==> src/rtl/decode_stage.sv <==
// decode_stage - pipelined instruction decoder for an ACC_N-accumulator machine.
//
// This stage accepts one instruction per valid/ready beat. It registers the
// decoded control and data fields with a latency of one cycle. It stalls a
// branch while the flags of the accumulator it tests are still being produced
// by an earlier flag-writing instruction. After a taken jump or branch it
// discards the next FLUSH_CYC fetched instructions.
//
// Optional build macro: DECODE_PERF_CNT_EN adds two saturating 16-bit event
// counters, stall_cnt and drop_cnt_total.
//
// Ports:
//   clk, reset      clock and synchronous active-high reset
//   in / in_valid / in_ready     instruction word and its input handshake
//   flags           {z,c,n} per accumulator; accumulator k is at [3k+2:3k]
//   out_valid / out_ready        output handshake for the decoded beat
//   acc_sel         2 bits per accumulator: 00 hold, 01 imm, 10 ALU, 11 mem
//   acc_idx         target accumulator
//   wr_enable, jmp_enable, branch_enable, illegal   registered controls
//   op_code, inm, mem_dir, branch_dir, jmp_dir      registered data fields
//   stall_cnt, drop_cnt_total    (DECODE_PERF_CNT_EN only) event counters

module decode_stage #(
  parameter int  IW        = 16,
  parameter int  ACC_N     = 2,
  parameter int  HAZ_CYC   = 2,
  parameter int  FLUSH_CYC = 1,
  localparam int AIW       = $clog2(ACC_N),
  localparam int OPW_LO    = IW - 6 - AIW
) (
  input  logic                clk,
  input  logic                reset,
  input  logic [IW-1:0]       in,
  input  logic                in_valid,
  output logic                in_ready,
  input  logic [3*ACC_N-1:0]  flags,
  output logic                out_valid,
  input  logic                out_ready,
  output logic [2*ACC_N-1:0]  acc_sel,
  output logic [AIW-1:0]      acc_idx,
  output logic                wr_enable,
  output logic                jmp_enable,
  output logic                branch_enable,
  output logic                illegal,
  output logic [5:0]          op_code,
  output logic [7:0]          inm,
  output logic [OPW_LO-1:0]   mem_dir,
  output logic [5:0]          branch_dir,
  output logic [OPW_LO-1:0]   jmp_dir
`ifdef DECODE_PERF_CNT_EN
  ,
  output logic [15:0]         stall_cnt,
  output logic [15:0]         drop_cnt_total
`endif
);

  localparam int HW = (HAZ_CYC < 1) ? 1 : $clog2(HAZ_CYC + 1);
  localparam int DW = (FLUSH_CYC < 1) ? 1 : $clog2(FLUSH_CYC + 1);

  // ---------------------------------------------------------------------------
  // Instruction fields
  // ---------------------------------------------------------------------------
  logic [5:0]     op;
  logic [AIW-1:0] idx;
  logic [2:0]     acc_flags [ACC_N];
  logic [2:0]     idx_flags;

  assign op  = in[IW-1 -: 6];
  assign idx = in[IW-7 -: AIW];

  for (genvar gi = 0; gi < ACC_N; gi++) begin : g_flags
    assign acc_flags[gi] = flags[3*gi+2 : 3*gi];
  end

  assign idx_flags = acc_flags[idx];

  // ---------------------------------------------------------------------------
  // Combinational decode
  // ---------------------------------------------------------------------------
  logic [1:0]         dec_src;
  logic               dec_wr;
  logic               dec_jmp;
  logic               dec_br;
  logic               dec_illegal;
  logic               dec_flag_wr;
  logic               br_cond;
  logic               dec_taken;
  logic [2*ACC_N-1:0] dec_acc_sel;

  always_comb begin
    dec_src     = 2'b00;
    dec_wr      = 1'b0;
    dec_jmp     = 1'b0;
    dec_br      = 1'b0;
    dec_illegal = 1'b0;
    dec_flag_wr = 1'b0;
    casez (op)
      6'b000000: ;                                                  // NOP
      6'b001000: begin dec_src = 2'b11; dec_flag_wr = 1'b1; end     // LD
      6'b001001: begin dec_src = 2'b01; dec_flag_wr = 1'b1; end     // LDC
      6'b001010: dec_wr = 1'b1;                                     // ST
      6'b010???: begin dec_src = 2'b10; dec_flag_wr = 1'b1; end     // ALU
      6'b01100?: begin dec_src = 2'b10; dec_flag_wr = 1'b1; end     // ASL/ASR
      6'b100000: dec_jmp = 1'b1;                                    // JMP
      6'b101???: begin
        // Conditions 110 and 111 are not defined.
        if (op[2:1] == 2'b11) dec_illegal = 1'b1;
        else                  dec_br      = 1'b1;
      end
      default:   dec_illegal = 1'b1;
    endcase
  end

  // idx_flags is {z,c,n}
  always_comb begin
    case (op[2:0])
      3'b000:  br_cond =  idx_flags[2];
      3'b001:  br_cond = !idx_flags[2];
      3'b010:  br_cond =  idx_flags[1];
      3'b011:  br_cond = !idx_flags[1];
      3'b100:  br_cond =  idx_flags[0];
      3'b101:  br_cond = !idx_flags[0];
      default: br_cond = 1'b0;
    endcase
  end

  assign dec_taken = dec_br && br_cond;

  for (genvar gi = 0; gi < ACC_N; gi++) begin : g_sel
    assign dec_acc_sel[2*gi +: 2] = (idx == AIW'(gi)) ? dec_src : 2'b00;
  end

  // ---------------------------------------------------------------------------
  // Handshake, hazard stall and flush
  // ---------------------------------------------------------------------------
  logic [DW-1:0]    drop_cnt_q, drop_cnt_d;
  logic [ACC_N-1:0] haz_nz;
  logic             drop_idle;
  logic             stall;
  logic             accept;
  logic             issue;
  logic             discard;
  logic             out_valid_q, out_valid_d;

  assign drop_idle = (drop_cnt_q == '0);
  // Instructions that are being flushed never stall. This lets a
  // discarded branch drain even if its flags are still pending.
  assign stall     = (op[5:3] == 3'b101) && in_valid && haz_nz[idx] && drop_idle;
  assign in_ready  = (!out_valid_q || out_ready) && !stall;
  assign accept    = in_valid && in_ready;
  assign issue     = accept && drop_idle;
  assign discard   = accept && !drop_idle;

  always_comb begin
    drop_cnt_d = drop_cnt_q;
    if (discard)
      drop_cnt_d = drop_cnt_q - 1'b1;
    else if (issue && (dec_jmp || dec_taken))
      drop_cnt_d = DW'(FLUSH_CYC);
  end

  // Per-accumulator flag hazard counters. A newly issued writer reloads
  // its counter, and that reload takes priority over the decrement.
  for (genvar gi = 0; gi < ACC_N; gi++) begin : g_haz
    logic [HW-1:0] haz_cnt_q, haz_cnt_d;

    always_comb begin
      if (issue && dec_flag_wr && (idx == AIW'(gi)))
        haz_cnt_d = HW'(HAZ_CYC);
      else if (haz_cnt_q != '0)
        haz_cnt_d = haz_cnt_q - 1'b1;
      else
        haz_cnt_d = '0;
    end

    always_ff @(posedge clk) begin
      if (reset) haz_cnt_q <= '0;
      else       haz_cnt_q <= haz_cnt_d;
    end

    assign haz_nz[gi] = (haz_cnt_q != '0);
  end

  // ---------------------------------------------------------------------------
  // Output register
  // ---------------------------------------------------------------------------
  logic [2*ACC_N-1:0] acc_sel_q, acc_sel_d;
  logic [AIW-1:0]     acc_idx_q, acc_idx_d;
  logic               wr_enable_q, wr_enable_d;
  logic               jmp_enable_q, jmp_enable_d;
  logic               branch_enable_q, branch_enable_d;
  logic               illegal_q, illegal_d;
  logic [5:0]         op_code_q, op_code_d;
  logic [7:0]         inm_q, inm_d;
  logic [OPW_LO-1:0]  mem_dir_q, mem_dir_d;
  logic [5:0]         branch_dir_q, branch_dir_d;
  logic [OPW_LO-1:0]  jmp_dir_q, jmp_dir_d;

  always_comb begin
    // By default, fields hold their values and a consumed beat retires.
    out_valid_d     = out_valid_q && !out_ready;
    acc_sel_d       = acc_sel_q;
    acc_idx_d       = acc_idx_q;
    wr_enable_d     = wr_enable_q;
    jmp_enable_d    = jmp_enable_q;
    branch_enable_d = branch_enable_q;
    illegal_d       = illegal_q;
    op_code_d       = op_code_q;
    inm_d           = inm_q;
    mem_dir_d       = mem_dir_q;
    branch_dir_d    = branch_dir_q;
    jmp_dir_d       = jmp_dir_q;
    if (issue) begin
      out_valid_d     = 1'b1;
      acc_sel_d       = dec_acc_sel;
      acc_idx_d       = idx;
      wr_enable_d     = dec_wr;
      jmp_enable_d    = dec_jmp;
      branch_enable_d = dec_taken;
      illegal_d       = dec_illegal;
      op_code_d       = op;
      inm_d           = in[7:0];
      mem_dir_d       = in[OPW_LO-1:0];
      branch_dir_d    = in[5:0];
      jmp_dir_d       = in[OPW_LO-1:0];
    end
  end

  always_ff @(posedge clk) begin
    if (reset) begin
      out_valid_q     <= 1'b0;
      drop_cnt_q      <= '0;
      acc_sel_q       <= '0;
      acc_idx_q       <= '0;
      wr_enable_q     <= 1'b0;
      jmp_enable_q    <= 1'b0;
      branch_enable_q <= 1'b0;
      illegal_q       <= 1'b0;
      op_code_q       <= '0;
      inm_q           <= '0;
      mem_dir_q       <= '0;
      branch_dir_q    <= '0;
      jmp_dir_q       <= '0;
    end else begin
      out_valid_q     <= out_valid_d;
      drop_cnt_q      <= drop_cnt_d;
      acc_sel_q       <= acc_sel_d;
      acc_idx_q       <= acc_idx_d;
      wr_enable_q     <= wr_enable_d;
      jmp_enable_q    <= jmp_enable_d;
      branch_enable_q <= branch_enable_d;
      illegal_q       <= illegal_d;
      op_code_q       <= op_code_d;
      inm_q           <= inm_d;
      mem_dir_q       <= mem_dir_d;
      branch_dir_q    <= branch_dir_d;
      jmp_dir_q       <= jmp_dir_d;
    end
  end

  assign out_valid     = out_valid_q;
  assign acc_sel       = acc_sel_q;
  assign acc_idx       = acc_idx_q;
  assign wr_enable     = wr_enable_q;
  assign jmp_enable    = jmp_enable_q;
  assign branch_enable = branch_enable_q;
  assign illegal       = illegal_q;
  assign op_code       = op_code_q;
  assign inm           = inm_q;
  assign mem_dir       = mem_dir_q;
  assign branch_dir    = branch_dir_q;
  assign jmp_dir       = jmp_dir_q;

`ifdef DECODE_PERF_CNT_EN
  // ---------------------------------------------------------------------------
  // Saturating event counters
  // ---------------------------------------------------------------------------
  logic [15:0] stall_cnt_q, stall_cnt_d;
  logic [15:0] drop_tot_q, drop_tot_d;

  always_comb begin
    stall_cnt_d = stall_cnt_q;
    drop_tot_d  = drop_tot_q;
    if (stall && (stall_cnt_q != 16'hFFFF))
      stall_cnt_d = stall_cnt_q + 16'd1;
    if (discard && (drop_tot_q != 16'hFFFF))
      drop_tot_d = drop_tot_q + 16'd1;
  end

  always_ff @(posedge clk) begin
    if (reset) begin
      stall_cnt_q <= '0;
      drop_tot_q  <= '0;
    end else begin
      stall_cnt_q <= stall_cnt_d;
      drop_tot_q  <= drop_tot_d;
    end
  end

  assign stall_cnt      = stall_cnt_q;
  assign drop_cnt_total = drop_tot_q;
`endif

endmodule

==> config.mk <==
export PLATFORM = sky130hd
export DESIGN_NAME = decode_stage
export DESIGN_NICKNAME = d
export VERILOG_FILES = /design/src/rtl/decode_stage.sv
export SDC_FILE = /design/constraint.sdc
export NUM_CORES = 1
export LEC_CHECK = 0
export CAP_MARGIN = 30
export CORE_AREA = 3 3 66 68
export DETAILED_ROUTE_END_ITERATION = 16
export DIE_AREA = 0 0 69 71
export GPL_TIMING_DRIVEN = 0
export MAX_ROUTING_LAYER = met4
export PLACE_DENSITY = 0.83
export SYNTH_ARGS = -nofsm -noshare
export SYNTH_HDL_FRONTEND = slang
export SYNTH_SLANG_ARGS = --single-unit
==> constraint.sdc <==
create_clock -name clk -period 3.93 [get_ports clk]
set_input_delay 0.786 -clock clk [delete_from_list [all_inputs] [get_ports clk]]
set_output_delay 0.786 -clock clk [all_outputs]
set_load 0.05 [all_outputs]
---- Word level (Yosys, flattened, before mapping) ----
Cells that the tools add are included.
operators by class
  mux-type cells .......................... 23
  add/sub/neg operators ................... 3
  $lt $le $gt $ge ......................... 2
  reduce and logical (&&, ||, !) cells .... 31
  equality and inequality tests ........... 13
  bitwise operators ....................... 5
operators with widths
  kind                   number
  $eq A6 B4 Y1 const B   3
  $logic_and A1 B1 Y1    13
  $mux W2                6
  $mux W1                11
  $eq A3 B2 Y1 const B   3
  $eq A3 B3 Y1 const B   3
  $mux W3                3
  $reduce_or A7 Y1       1
  $eq A6 B6 Y1 const B   1
  $logic_not A1 Y1       6
  $logic_not A6 Y1       1
  $pmux W1 S6            1
  $pmux W2 S3            1
  $reduce_bool A2 Y1     3
  $reduce_or A3 Y1       2
  $eq A5 B4 Y1 const B   1
  $not A1 Y1             4
  $reduce_or A4 Y1       1
  $sub A2 B1 Y2 const B  2
  $eq A3 B1 Y1 const B   1
  $logic_not A3 Y1       1
  $eq A2 B2 Y1 const B   1
  $ge A2 B2 Y1 const B   1
  $logic_or A1 B1 Y1     2
  5 further kinds        5
storage, ports and cells
  register bits after elaboration ......... 44
  output and inout bits ................... 49
  bits of input ports ..................... 26
  word-level logic and storage cells ...... 93

---- Longest topological paths before layout ----
Gate-level depths: netlist of run 1.
  depth in word-level cells ............... 12
  depth in mapped cells ................... 7
  mapped depth without buffers ............ 4

---- Least setup slack after synthesis of run 1 ----
Ideal clock, no wire load.
  kind .................................... in2out
  start point ............................. input port in[9]
  end point ............................... output port in_ready
  path buffers ............................ 3
  stages on the path ...................... 6
  required time ........................... 3.144 ns
  arrival ................................. 2.419 ns
  setup slack ............................. 0.725 ns
  path through ............................ buf_6 > or3_4 > and4_4 > buf_6 > clkbuf_1 > nor2_1
between the ends
  cells in the longest elaborated chain, start to end .. 6
ends and longest elaborated chain
  element                                     line  text
  start, declared                             33    input logic [IW-1:0] in,
  $mux W1 (implied by the code) (2 in a row)  148   assign stall = (op[5:3] == 3'b101) && in_valid && haz_nz[idx] && drop_idle;
  $logic_and A1 B1 Y1 (2 in a row)            148
  $logic_not A1 Y1                            149   assign in_ready = (!out_valid_q || out_ready) && !stall;
  $logic_and A1 B1 Y1                         149
  end, declared                               35    output logic in_ready,
No other way between the ends. The select of a mux whose other input is x is not followed.

---- Worst setup path in the final report of run 1 ----
  start point ............................. input port in[15]
  end point ............................... output port in_ready
between the ends
  cells in the longest elaborated chain, start to end .. 6
ends and longest elaborated chain
  element                           line
  $eq A3 B3 Y1                      148
  $logic_and A1 B1 Y1 (3 in a row)  148
  $logic_not A1 Y1                  149
  $logic_and A1 B1 Y1               149
No other way between the ends.

==> results_dict.tcl, run 1 <==
set metrics [dict create \
    slew_violations 0 \
    synthDistinctLibCells 42 \
    io_buffers 70 \
    switching_power_uw 288.2 \
    p_sw_frac 0.3378 \
    powerDensity_nw_per_um2 341.7 \
    ys_seq_area_frac 0.3653 \
    holdCritStartpoint "op_code[3]" \
    fin_crit_sh 0.9446 \
    outcome "finished, final reports clean" \
    io-pin-count 75 \
    finalCriticalPeriod_ns 3.712 \
    setup_viol 0 \
    worstMarginPinSlew_ns 0.5241 \
    synthArstFlopShare 0 \
    clkSinkCount 30 \
    routed_via_density 5.132 \
    die_y_um 71 \
    synth_flop_cell "dfxtp_1" \
    p_leak_nw 0.9351 \
    cts_resized 1 \
    finalHoldViolCount 0 \
    power.share.sequential 0.383 \
    finalWirelength_um 4616 \
    finalNetCount 308 \
    cp.required_ns 3.14 \
    syn_area_per_cell_um2 8.020 \
    cts_inserted_buffers 5 \
    min_path_cells 2 \
    placed_cell_area_um2 2407 \
    drv_cap 0 \
    fin_skew_ns 0.005409 \
    cts_tree "done" \
    min_to "op_code[3]" \
    whs_ns 0.4675 \
    overflow 0 \
    design.die.area_um2 4899 \
    netlist.area_leader.share 0.3653 \
    synthCells 205 \
    post_cts_buffers 0 \
    ctsHoldBuffers 0 \
    final_util 0.6381 \
    hpwlAfterDp_um 3404 \
    die_width_um 69 \
    rrSetupSlack_ns 2.15 \
    combPwrFrac 0.317 \
    end_kind "output port" \
    fmax_mhz 269.4 \
    grt_usage 0.1914 \
    synth_top_area_cell "dfxtp_1" \
    worstSetupPathType "input pin to output port" \
    rows 23 \
    path_cells "clkdlybuf4s50_1 -> and4bb_2 -> and4_4 -> buf_6 -> clkbuf_1 -> nor2_1 -> dlygate4sd2_1" \
    busiest_layer "met2" \
    yosysWarnings 0 \
    synth_common_cells "dfxtp_1 (30), a21oi_1 (24), buf_4 (23)" \
    drt_first_pass_iters 4 \
    design_area_um2 2497 \
    drc 0 \
    rsz0062_at_grt "false" \
    r2r_cells 5 \
    dr.first_iter.drc_count 150 \
    worstSkewPairLatency_ns 0.28 \
    synth_fp_nets 231 \
    synth.most_common_cell "dfxtp_1" \
    grt_pass1_wl_um 7348 \
    slowest_stage "clkdlybuf4s50_1" \
    vias 1709 \
    start_kind "input pin" \
    min_path_type "flop to flop" \
    gr-usage-met2 0.2987 \
    grt_max_degree 11 \
    final.setup.tns_ns 0 \
    dp_cells 325 \
    cts_root_buf "clkbuf_8" \
    drive_gt1_frac 0.1343 \
    clockPowerShare 0.299 \
    crit_family "buffers and inverters" \
    h-tree-depth 2 \
    use_met1 0.2394 \
    yosys_register_bits 30 \
    gp_congestion 0.8550 \
    first_global_vias 1569 \
    clock_path_buffers 2 \
    area_growth_pct 51.90 \
    synth-edff-count 0 \
    wl_per_cell_um 13.86 \
    core-area_um2 3914 \
    synth_area_um2 1644 \
    grt_antenna_before_repair 0 \
    met3_usage 0.04403 \
    pre_cts_slack_ns -0.02145 \
    max_stage_delay_ns 0.60 \
    synth.top_cells.by_area "dfxtp_1 (37%), buf_4 (11%), a21oi_1 (7.3%), o21ai_0 (6.7%), nand3_1 (5.5%)" \
    relSlewSlack 0.6495 \
    vdd_drop_max_v 0.0002532 \
    p_int_uw 565.1 \
    critPathArrivalTime_ns 2.93 \
    r2r-end "g_haz[1].haz_cnt_q[0]" \
    finalNonFillerCells 333 \
    insertedDiodeCount 0 \
    floorplan.initialDensity 0.4201 \
    worst_slack_ns 0.2179 \
    cp_max_fo 10 \
    path_depth 7 \
    cp.buffers_inverters 4 \
    clk_pin_slew_worst_paths_ns 0.06 \
    reg2reg_from "out_valid" \
    total_power_uw 853.3 \
    postRouteAntennaNets 0 \
]
[worst max-delay path by stage]
stage / start / end
5_1_grt: in[15] / in_ready
3_3_place_gp: in[15] / in_ready
2_1_floorplan: in[9] / in_ready
3_5_place_dp: in[15] / in_ready
6_report: in[15] / in_ready
4_1_cts: in[15] / in_ready
[per-layer routing]
layer | wire length, um | part of all wire | vias up
li1 | - | - | 856
met1 | 1984 | 0.43 | 775
met2 | 2231 | 0.48 | 69
met3 | 320 | 0.069 | 9
met4 | 79 | 0.017 | 0
met5 | 0 | 0 | -
[power by group through the flow]
stage / clock network (mW) / logic, mW / registers (mW)
6_report: 0.256 / 0.271 / 0.327
5_1_grt: 0.275 / 0.285 / 0.329
4_1_cts: 0.262 / 0.271 / 0.327
3_5_place_dp: 0 / 0.270 / 0.334
3_3_place_gp: 0 / 0.267 / 0.333
2_1_floorplan: 0 / 0.134 / 0.377
[flip-flops by register name (all words and copies together), names as in the netlist, 2 cells and up]
name / cells
jmp_dir: 2
inm: 7
acc_sel: 4
op_code: 6
g_haz.haz_cnt_q: 4
[cells by family after synthesis]
| group | count (synthesis) | synth area share |
|---|---|---|
| xor+xnor | 2 | 0.01066 |
| flops | 30 | 0.3653 |
| buf+inv | 45 | 0.1644 |
| simple gates | 64 | 0.2314 |
| compound gates | 59 | 0.1979 |
| mux | 5 | 0.03044 |
[cells in the final DEF (no fill, tap or decap), types with 3 or more instances in the layout]
| cell type | synthesis | final |
|---|---|---|
| nand2b_1 | 3 | 3 |
| nor2_1 | 8 | 8 |
| mux2i_1 | 5 | 5 |
| clkbuf_8 | 0 | 6 |
| clkbuf_1 | 16 | 17 |
| nand3_1 | 18 | 18 |
| nor3_1 | 3 | 3 |
| clkdlybuf4s50_1 | 0 | 69 |
| dfxtp_1 | 30 | 30 |
| buf_4 | 23 | 23 |
| nand2_1 | 7 | 7 |
| nor2b_1 | 5 | 5 |
| a21oi_1 | 24 | 24 |
| inv_1 | 4 | 4 |
| o21ai_0 | 22 | 22 |
[area by class of cell]
class	count	area, um2
inverter	4	15.01
tap	50	62.56
sequential	30	600.6
multi-input combinational	130	773.2
clock inverter	1	5.005
buffer	41	255.2
fill	359	1416
clock buffer	7	86.33
timing repair buffer	70	699.4
[worst reg2reg max path, cell delays in order (launching register included)]
cell      delay, ns
dfxtp_1        0.32
nor2b_1        0.16
or3_1          0.30
clkbuf_1       0.18
or4b_1         0.52
and3_1         0.18
No activity file was read; power rests on OpenSTA's default activity.
==> run 2, diff against run 1 <==
Settings changed: GPL_ROUTABILITY_DRIVEN set to 0, MAX_ROUTING_LAYER met4 to unset.
==> results_dict.tcl, run 2 (synthesis gave the netlist of run 1 again) <==
set metrics [dict create \
    grt_usage 0.1866 \
    most-common-layout-cells "clkdlybuf4s50_1 (69), dfxtp_1 (30), a21oi_1 (24)" \
    largest_reg_flops 7 \
    drive_gt1_frac 0.1343 \
    mostFrequentLayoutCell "clkdlybuf4s50_1" \
    min_path_type "flop to flop" \
    final_util 0.6381 \
    cts_inserted_buffers 5 \
    end_kind "output port" \
    powerDensity_nw_per_um2 341.8 \
    min_to "op_code[3]" \
    finalHoldViolCount 0 \
    cts_root_buf "clkbuf_8" \
    placed_cell_area_um2 2407 \
    outcome "finished, final reports clean" \
    drv_cap 0 \
    rsz0062_at_grt "false" \
    worstMarginPinSlew_ns 0.5343 \
    io-pin-count 75 \
    cp.required_ns 3.14 \
    design.die.area_um2 4899 \
    io_buffers 70 \
    crit_family "buffers and inverters" \
    design_area_um2 2497 \
    clkSinkCount 30 \
    final.setup.tns_ns 0 \
    fmax_mhz 272.3 \
    start_kind "input pin" \
    r2r_cells 5 \
    p_leak_nw 0.9351 \
    reg2reg_from "g_haz[1].haz_cnt_q[0]" \
    clk_pin_slew_worst_paths_ns 0.06 \
    core-area_um2 3914 \
    wl_per_cell_um 13.80 \
    drc 0 \
    fin_skew_ns 0.003712 \
    die_y_um 71 \
    grt_pass1_wl_um 7389 \
    holdCritStartpoint "op_code[3]" \
    whs_ns 0.4590 \
    path_cells "clkdlybuf4s50_1 -> and4bb_2 -> and4_4 -> buf_6 -> clkbuf_1 -> nor2_1 -> dlygate4sd2_1" \
    cp.buffers_inverters 4 \
    slowest_stage "clkdlybuf4s50_1" \
    insertedDiodeCount 0 \
    postRouteAntennaNets 0 \
    clock_path_buffers 2 \
    setup_viol 0 \
    total_power_uw 853.5 \
    finalNetCount 308 \
    post_cts_buffers 0 \
    worstSetupPathType "input pin to output port" \
    max_stage_delay_ns 0.60 \
    cp_max_fo 10 \
    rrSetupSlack_ns 2.14 \
    floorplan.initialDensity 0.4201 \
    fin_crit_sh 0.9344 \
    vdd_drop_max_v 0.0001929 \
    overflow 0 \
    grt_antenna_before_repair 0 \
    min_path_cells 2 \
    finalCriticalPeriod_ns 3.672 \
    h-tree-depth 2 \
    first_global_vias 1580 \
    hpwlAfterDp_um 3368 \
    relSlewSlack 0.6427 \
    routed_via_density 5.150 \
    critPathArrivalTime_ns 2.89 \
    dr.first_iter.drc_count 102 \
    slew_violations 0 \
    rows 23 \
    area_growth_pct 51.90 \
    r2r-end "inm[4]" \
    worstSkewPairLatency_ns 0.29 \
    cts_tree "done" \
    finalWirelength_um 4595 \
    die_width_um 69 \
    vias 1715 \
    drt_first_pass_iters 5 \
    grt_max_degree 11 \
]
-- run 2: repair_timing --
action,in CTS,in global routing
setup endpoints to repair,1,0
resized for setup,1,0
hold buffers,0,0
-- run 2: area by class of cell --
class                           count  area (um2)
Buffer                             41       255.2
Clock inverter                      1       5.005
Sequential cell                    30       600.6
Clock buffer                        7       86.33
Inverter                            4       15.01
Fill cell                         354        1416
Tap cell                           50       62.56
Multi-Input combinational cell    130       773.2
Timing Repair Buffer               70       699.4
-- run 2: per-layer routing --
metal	vias to the layer above	global-route usage	part of all wire	wire, um
met5	-	0	0	0
met4	0	0.07158	0.017	80
met3	9	0.04403	0.056	258
met2	50	0.2966	0.48	2191
met1	793	0.2461	0.45	2063
li1	863	-	-	-
-- run 2: power breakdown --
part	leakage (nW)	switching, mW	internal, mW	total (mW)
sequential	0.245	0.00955	0.318	0.327
combinational	0.642	0.163	0.107	0.270
clock	0.0482	0.115	0.141	0.256
total	0.935	0.288	0.565	0.854
-- run 2: worst max-delay path by stage --
stage | endpoint | depth (start not counted) | startpoint | slack [ns]
floorplan | in_ready | 6 | in[9] | 0.73
global placement | in_ready | 7 | in[15] | -0.02
detailed placement | in_ready | 7 | in[15] | -0.009
CTS | in_ready | 7 | in[15] | 0.27
global route | in_ready | 7 | in[15] | 0.14
finish | in_ready | 7 | in[15] | 0.26
-- run 2: worst min-delay path, stage by stage (launching register included) --
cell and delay (ns):
dfxtp_1 0.31, inv_1 0.04, a211oi_1 0.05
-- run 2: metrics by stage --
step	cells	setup slack [ns]
final	333	0.2579
after global routing	333	0.1416
after CTS	333	0.2719
after detailed placement	325	-0.008747
after global placement	325	-0.02261
after floorplan	205	0.7254
==> run 3, diff against run 2 <==
Settings changed: ABC_CLOCK_PERIOD_IN_PS set to 4100, CORE_AREA 3 3 66 68 to 3 3 68 70, DIE_AREA 0 0 69 71 to 0 0 71 73, PLACE_DENSITY 0.83 to 0.79.
Clock period 3.93 ns to 4.1 ns, I/O delays scaled along.
==> results_dict.tcl, run 3 (synthesis gave the netlist of run 1 again) <==
set metrics [dict create \
    clock_path_buffers 2 \
    area_growth_pct 52.13 \
    finalNonFillerCells 333 \
    design.die.area_um2 5183 \
    clk_pin_slew_worst_paths_ns 0.06 \
    drc 0 \
    fin_crit_sh 0.8873 \
    floorplan.initialDensity 0.4081 \
    cts_root_buf "clkbuf_8" \
    mostFrequentLayoutCell "clkdlybuf4s50_1" \
    cp.required_ns 3.28 \
    design_area_um2 2501 \
    grt_max_degree 11 \
    clkSinkCount 30 \
    finalCriticalPeriod_ns 3.638 \
    critPathArrivalTime_ns 2.82 \
    r2r-end "op_code[0]" \
    wl_per_cell_um 13.65 \
    cp_max_fo 10 \
    min_to "op_code[3]" \
    drv_cap 0 \
    finalWirelength_um 4546 \
    postRouteAntennaNets 0 \
    core-area_um2 4029 \
    dr.first_iter.drc_count 53 \
    die_y_um 73 \
    slew_violations 0 \
    min_path_type "flop to flop" \
    min_path_cells 2 \
    start_kind "input pin" \
    dp_cells 325 \
    post_cts_buffers 0 \
    final.setup.tns_ns 0 \
    holdCritStartpoint "op_code[3]" \
    worstMarginPinSlew_ns 0.5612 \
    vias 1719 \
    powerDensity_nw_per_um2 326.1 \
    largest_reg_flops 7 \
    h-tree-depth 2 \
    outcome "finished, final reports clean" \
    ctsHoldBuffers 0 \
    insertedDiodeCount 0 \
    hpwlAfterDp_um 3404 \
    placed_cell_area_um2 2407 \
    rrSetupSlack_ns 2.26 \
    die_width_um 71 \
    setup_viol 0 \
    cts_tree "done" \
    finalHoldViolCount 0 \
    drive_gt1_frac 0.1343 \
    grt_pass1_wl_um 7389 \
    grt_antenna_before_repair 0 \
    vdd_drop_max_v 0.0002325 \
    worstSetupPathType "input pin to output port" \
    p_leak_nw 0.9384 \
    io-pin-count 75 \
    end_kind "output port" \
    overflow 0 \
    grt_usage 0.1769 \
    reg2reg_from "g_haz[1].haz_cnt_q[0]" \
    total_power_uw 815.5 \
    finalNetCount 308 \
    r2r_cells 5 \
    drt_first_pass_iters 4 \
    routed_via_density 5.162 \
    rsz0062_at_grt "false" \
    io_buffers 70 \
    worstSkewPairLatency_ns 0.28 \
    cts_inserted_buffers 5 \
    most-common-layout-cells "clkdlybuf4s50_1 (69), dfxtp_1 (30), a21oi_1 (24)" \
    first_global_vias 1633 \
    fmax_mhz 274.9 \
    relSlewSlack 0.6224 \
    fin_skew_ns 0.003440 \
    rows 23 \
]
run 3: through the flow:
stage / worst slack (ns) / hold slack (ns) / utilization
global placement: 0.08386 / 0.4512 / 0.5975
CTS: 0.09214 / 0.4709 / 0.6202
floorplan: 0.8274 / 0.4447 / -
global route: 0.3551 / 0.4801 / 0.6208
finish: 0.4619 / 0.4623 / 0.6208
detailed placement: 0.08998 / 0.4575 / 0.5975
run 3: report_power, final:
group	internal, mW	leakage [nW]	switching [mW]
registers	0.304	0.245	0.00927
logic	0.102	0.645	0.156
clock network	0.135	0.0482	0.108
run 3: worst max-delay path by stage:
stage	startpoint	endpoint	slack, ns
after CTS	in[15]	in_ready	0.09
after detailed placement	in[15]	in_ready	0.09
after global placement	in[15]	in_ready	0.08
after floorplan	in[9]	in_ready	0.83
after global routing	in[15]	in_ready	0.36
final	in[15]	in_ready	0.46
run 3: layout make-up:
type	count	area, um2
clock buffer	7	86.33
multi-input combinational	130	773.2
fill	370	1528
sequential	30	600.6
timing repair buffer	70	703.2
buffer	41	255.2
inverter	4	15.01
tap	50	62.56
clock inverter	1	5.005
run 3: per-layer routing:
layer	part of all wire	GRT usage	up-vias
met3	0.054	0.03857	2
met5	0	0	-
met1	0.44	0.2297	798
met2	0.50	0.2976	59
li1	-	-	860
met4	0.0040	0.04802	0
run 3: timing repair:
item                                   in CTS  in global routing
endpoints found under the hold margin       0                  0
gates resized for setup                     0                  1
setup endpoints to repair                   0                  1
run 3: worst max-delay path, cell delays in order:
cell	delay [ns]
clkdlybuf4s50_1	0.61
and4bb_2	0.30
and4_4	0.23
buf_6	0.11
clkbuf_1	0.33
nor2_1	0.09
dlymetal6s2s_1	0.32
